**config.mk**
```make
export PLATFORM = sky130hd
export DESIGN_NAME = phase_sequencer
export DESIGN_NICKNAME = d
export VERILOG_FILES = /design/src/rtl/phase_seq_pkg.sv /design/src/rtl/phase_sequencer_tick_gen.sv /design/src/rtl/phase_sequencer.sv
export SDC_FILE = /design/constraint.sdc
export NUM_CORES = 1
export LEC_CHECK = 0
export ABC_AREA = 1
export CAP_MARGIN = 15
export CORE_MARGIN = 3
export CORE_UTILIZATION = 35
export CTS_CLUSTER_SIZE = 20
export DETAILED_ROUTE_END_ITERATION = 16
export GPL_TIMING_DRIVEN = 0
export MAX_ROUTING_LAYER = met4
export PLACE_DENSITY = 0.7
export REMOVE_ABC_BUFFERS = 1
export SKIP_LAST_GASP = 1
export SLEW_MARGIN = 20
export SYNTH_ARGS = -nofsm -noshare
export SYNTH_HDL_FRONTEND = slang
export SYNTH_SLANG_ARGS = --single-unit
```
**constraint.sdc**
```tcl
create_clock -name clock -period 1.6 [get_ports clock]
set_clock_uncertainty 0.05 [all_clocks]
set_input_delay 0.4 -clock clock [delete_from_list [all_inputs] [get_ports clock]]
set_output_delay 0.4 -clock clock [all_outputs]
set_load 0.02 [all_outputs]
```
**src/rtl/phase_seq_pkg.sv**
```systemverilog
// Shared definitions for the phase sequencer: FSM state encoding and
// the helper that locates one phase's duration inside the packed bus.
package phase_seq_pkg;

  localparam int TIME_W_DEF = 6;

  typedef enum logic [1:0] {
    IDLE,
    LOAD,
    WAIT,
    NEXT
  } state_t;

  // Bit offset of phase idx within a packed {phN-1 .. ph0} duration bus.
  function automatic int phase_lsb(input int idx, input int width);
    return idx * width;
  endfunction

endpackage

```
**src/rtl/phase_sequencer_tick_gen.sv**
```systemverilog
// One-hertz tick divider: emits a registered single-cycle tick every
// TICK_DIV enabled cycles; the count is held at zero while disabled or cleared.
module tick_gen #(
  parameter int TICK_DIV = 65_000_000
) (
  input  logic clock,
  input  logic reset,
  input  logic clear,
  input  logic enable,
  output logic tick
);

  localparam int CW = $clog2(TICK_DIV);
  localparam logic [CW-1:0] LAST = CW'(TICK_DIV - 1);

  logic [CW-1:0] count;

  always_ff @(posedge clock or posedge reset) begin
    if (reset) begin
      count <= '0;
      tick  <= 1'b0;
    end else if (clear || !enable) begin
      count <= '0;
      tick  <= 1'b0;
    end else begin
      tick  <= (count == LAST);
      count <= (count == LAST) ? '0 : count + 1'b1;
    end
  end

endmodule

```
**src/rtl/phase_sequencer.sv**
```systemverilog
// Countdown-timer initiator that runs NUM_PHASES programmable durations in turn.
// Define PHASE_SEQ_LOOP_EN to repeat the sequence for as long as run stays high.
module phase_sequencer
  import phase_seq_pkg::*;
#(
  parameter int NUM_PHASES = 4,
  parameter int TICK_DIV   = 65_000_000,
  parameter int TIME_W     = TIME_W_DEF,
  localparam int PW        = $clog2(NUM_PHASES)
) (
  input  logic                         clock,
  input  logic                         reset,
  input  logic                         run,
  input  logic [NUM_PHASES*TIME_W-1:0] phase_times,
  input  logic                         time_expired,
  output logic                         timer_start,
  output logic [TIME_W-1:0]            time_parameter,
  output logic                         one_hz_enable,
  output logic [PW-1:0]                phase,
  output logic                         phase_done,
  output logic                         seq_done,
  output logic                         busy
);

  localparam logic [PW-1:0] LAST_PHASE = PW'(NUM_PHASES - 1);

  state_t            state, state_next;
  logic              run_q;
  logic [PW-1:0]     phase_next;
  logic [TIME_W-1:0] time_parameter_next;
  logic [TIME_W-1:0] cur_dur;
  logic              timer_start_next, phase_done_next, seq_done_next, busy_next;
  logic              tick_enable, tick_clear;

  assign cur_dur = phase_times[phase_lsb(int'(phase), TIME_W) +: TIME_W];

  // timer_start is high only in the first WAIT cycle, which is exactly when
  // time_expired still reflects the timer's previous run and must be ignored.
  always_comb begin
    state_next          = state;
    phase_next          = phase;
    time_parameter_next = time_parameter;
    timer_start_next    = 1'b0;
    phase_done_next     = 1'b0;
    seq_done_next       = 1'b0;
    unique case (state)
      IDLE: begin
        if (run && !run_q) begin
          state_next = LOAD;
          phase_next = '0;
        end
      end
      LOAD: begin
        time_parameter_next = cur_dur;
        if (cur_dur == '0) begin
          state_next      = NEXT;
          phase_done_next = 1'b1;
          seq_done_next   = (phase == LAST_PHASE);
        end else begin
          state_next       = WAIT;
          timer_start_next = 1'b1;
        end
      end
      WAIT: begin
        if (time_expired && !timer_start) begin
          state_next      = NEXT;
          phase_done_next = 1'b1;
          seq_done_next   = (phase == LAST_PHASE);
        end
      end
      NEXT: begin
        if (phase != LAST_PHASE) begin
          phase_next = phase + 1'b1;
          state_next = LOAD;
        end else begin
          phase_next = '0;
`ifdef PHASE_SEQ_LOOP_EN
          state_next = LOAD;
`else
          state_next = IDLE;
`endif
        end
      end
      default: state_next = IDLE;
    endcase
    if (state != IDLE && !run) begin
      state_next       = IDLE;
      phase_next       = '0;
      timer_start_next = 1'b0;
      phase_done_next  = 1'b0;
      seq_done_next    = 1'b0;
    end
    busy_next = (state_next != IDLE);
  end

  assign tick_enable = (state == WAIT) && (state_next == WAIT);
  assign tick_clear  = (state == LOAD);

  tick_gen #(.TICK_DIV(TICK_DIV)) u_tick_gen (
    .clock  (clock),
    .reset  (reset),
    .clear  (tick_clear),
    .enable (tick_enable),
    .tick   (one_hz_enable)
  );

  // run_q resets high so a run level held across reset is not taken as a new edge.
  always_ff @(posedge clock or posedge reset) begin
    if (reset) begin
      state          <= IDLE;
      run_q          <= 1'b1;
      phase          <= '0;
      time_parameter <= '0;
      timer_start    <= 1'b0;
      phase_done     <= 1'b0;
      seq_done       <= 1'b0;
      busy           <= 1'b0;
    end else begin
      state          <= state_next;
      run_q          <= run;
      phase          <= phase_next;
      time_parameter <= time_parameter_next;
      timer_start    <= timer_start_next;
      phase_done     <= phase_done_next;
      seq_done       <= seq_done_next;
      busy           <= busy_next;
    end
  end

endmodule

```
==> results.toml <==
[grt]
grt_overflow_total = 0
grt_antenna_before_repair = 0
grtUsageTotal_pct = 18.1
grt_pass1_wl_um = 12000
grt_start_max_net_pins = 25
grt_pass1_vias = 2590

[routing]
ant_nets = 0
vias = 2732
drc = 0
wirelength_um = 7550
via_per_inst = 5.12
drt-pass1-iter-count = 5
wl_per_cell_um = 14.1
wl_met1_um = 3000
wl_met3_um = 594
drtIter0Drc = 180
wl_met2_um = 3740
top_layer_used = "met4"

[cts]
clk_path_buf_depth = 2
clkLatencyLatePin_ns = 0.31
cts_tree = "built"
cts.sink_count = 42
cts.reportedPaths.clkPinSlew_ns = 0.09
cts_buffers = 5
root_buffer = "clkbuf_8"
hold_buffers = 0
htreeDepth = 2

[synthesis]
yosysWarnings = 0
synthAdderAreaFrac_pct = 2.91
ys_async_sr_fraction_pct = 100
syn_area_per_cell_um2 = 7.07
muxShareOfSynthArea_pct = 0
synthFlopType = "dfrtp_1"
syn_area_mm2 = 0.00258
synth_top_family_by_area = "simple AND/OR/NAND/NOR gates"
synth-seq-area-share_pct = 40.8
synthXorXnorAreaFrac_pct = 1.70
syn_inst = 365
synth_seq_cells = 42
synth_compound_area_share_pct = 5.09
synth_simple_gate_area_share_pct = 40.7
ys_types = 32
synth_edf_count = 0

[finish]
fillers = 650
fin_nets = 471
drive_gt1_share_pct = 31.1
area_delta_synth_final_pct = 49.0
antenna_cells = 0

[sta]
period_share_pct = 114
final_hold_viol_count = 0
max_clock_freq_ghz = 0.549
setup_viol = 34
worst_hold_slack_ns = 0.364
fin_ws_ns = -0.220
tightest_slew_ns = 0.584
slew_headroom_pct = 60.9
fin_crit_ns = 1.82
drv_slew = 0
rsz0062_at_grt = "yes"

[die]
fp.dieH_um = 91.9
row_count = 30
coreArea_mm2 = 0.00698
fp.dieW_um = 91.9
die_area_mm2 = 0.00844
initial_utilization_pct = 37.0
io_pins = 41

[outcome]
status = "finished, violations left"
violations = "negative setup slack"

[critical_path]
criticalPathCategory = "flip-flop to flip-flop"
crit_arrival_ns = 1.97
ff2ff_path_depth = 13
startpoint_type = "flip-flop"
cp_max_fo = 8
worst_ep_required_time_ns = 1.75
end_kind = "flip-flop"

[power_and_ir_drop]
fin_total_pwr_w = 0.00445
peakVddDrop_mv = 0.807
p_leak_nw = 1.59
p_per_area_mw_per_mm2 = 1160

[place]
dp_hpwl_um = 4660
place_congestion = 0.948
io_buffers = 40

[run]
drv_cap = 0

[hold_path]
hp-class = "primary input to asynchronous set/reset pin"
-- state kept, by name, indices dropped and copies added (netlist names) --
name and count:
u_tick_gen.count 26, timer_start 1, u_tick_gen.tick 1, busy 1, time_parameter 6, state 2
phase_done 1, seq_done 1, phase 2, run_q 1
-- final timing paths --
check	from	end	slack (ns)
worst max-delay path	phase[0]	u_tick_gen.count[2]	-0.22
worst min-delay path	reset	u_tick_gen.count[12]	0.36
worst max register to register	phase[0]	u_tick_gen.count[2]	-0.22
worst min register to register	time_parameter[5]	time_parameter[5]	0.44
max in group asynchronous	reset	run_q	0.59
min in group clock	time_parameter[5]	time_parameter[5]	0.44
-- what timing repair did --
action,4_1_cts,5_1_grt
gates cloned,6,0
gates resized for setup,44,90
buffers inserted,12,16
endpoints found under the setup margin,45,35
pin swaps,8,24
-- metrics by stage --
stage          setup TNS (ns)  util [%]  setup WS [ns]  instances  cell area (µm²)
2_1_floorplan           -6.62         -         -0.245        357             2520
3_3_place_gp           -46.06      43.6         -0.763        493             3040
3_5_place_dp           -15.53      43.9         -0.554        494             3060
4_1_cts                 -3.79      49.4         -0.154        520             3450
5_1_grt                -10.02      55.1         -0.316        534             3840
6_report                -6.22      55.1         -0.220        534             3840
-- cell families (layout without fill, tap and decap cells) --
| group | count (synthesis) | in the layout |
|---|---|---|
| buffers and inverters | 53 | 121 |
| AOI/OAI and AO/OA | 24 | 24 |
| and+or+nand+nor | 235 | 240 |
| DFF | 42 | 42 |
| xor gates and xnor gates | 5 | 5 |
| adders and majority gates | 6 | 6 |
-- critical path, stage by stage (launching register included) --
cell,delay [ns]
dfrtp_2,0.44
buf_6,0.14
clkinv_8,0.06
buf_8,0.13
nand2_4,0.04
nand3_2,0.06
nand2_2,0.09
nand2_2,0.07
nor2_4,0.12
nand3_4,0.10
nand2_4,0.11
nand2_8,0.12
nand2_8,0.13
nor2_2,0.04
-- Yosys cell counts (2+ instances only) --
master    number  share of area, %
a21oi_1        4              0.78
buf_6          3               1.3
clkbuf_1       3              0.44
dfrtp_1       41                40
ha_1           6               2.9
inv_1         44               6.4
nand2_1      102                15
nand3_1       42               8.1
nand3_2        2              0.78
nand3b_1       3              0.87
nand4_1        9               2.2
nor2_1        49               7.1
nor3_1        11               2.1
nor4_1         5               1.2
o21ai_0       15               2.9
or2_2          7               1.7
xnor2_1        2              0.68
xor2_1         3               1.0
-- where the power goes --
group          internal [W]  switching [W]  total [W]  leakage (nW)
Sequential          0.00123       0.000122    0.00135         0.562
Clock              0.000316       0.000425   0.000740        0.0447
Combinational      0.000962        0.00139    0.00236         0.986
-- placed cells by master, fill, tap and decap left out, types with 3 or more instances in the layout --
cell             count
clkdlybuf4s50_1     27
nor2_1              26
dlygate4sd2_1       11
inv_1               38
buf_6                6
nand3_2             13
nand2_1             81
xor2_1               3
nor2_4               5
nor4_1               5
nor2_2              20
o21ai_0             13
nand3_4              6
inv_2                6
dfrtp_1             39
nand3_1             27
nor3_1               8
ha_4                 3
or2_2                7
clkbuf_8             5
nand3b_1             3
nand4_1              9
buf_4               19
nand2_2             19
nand2_8              5
-- layer usage --
layer / track usage, % / vias up
li1: - / 1326
met1: 22.0 / 1267
met2: 28.6 / 116
met3: 5.00 / 23
met4: 7.05 / 0
met5: - / -
-- area by class of cell --
class | instances | area (µm²) | share of cell area [%]
multi-input cells | 275 | 1750 | 45.4
well taps | 96 | 120 | 3.12
clock buffers | 5 | 68.8 | 1.79
clock inverters | 3 | 25.0 | 0.651
flip-flops and latches | 42 | 1050 | 27.4
repair buffers | 68 | 647 | 16.8
inverters | 45 | 181 | 4.72
(Power assumes the default switching activity.)
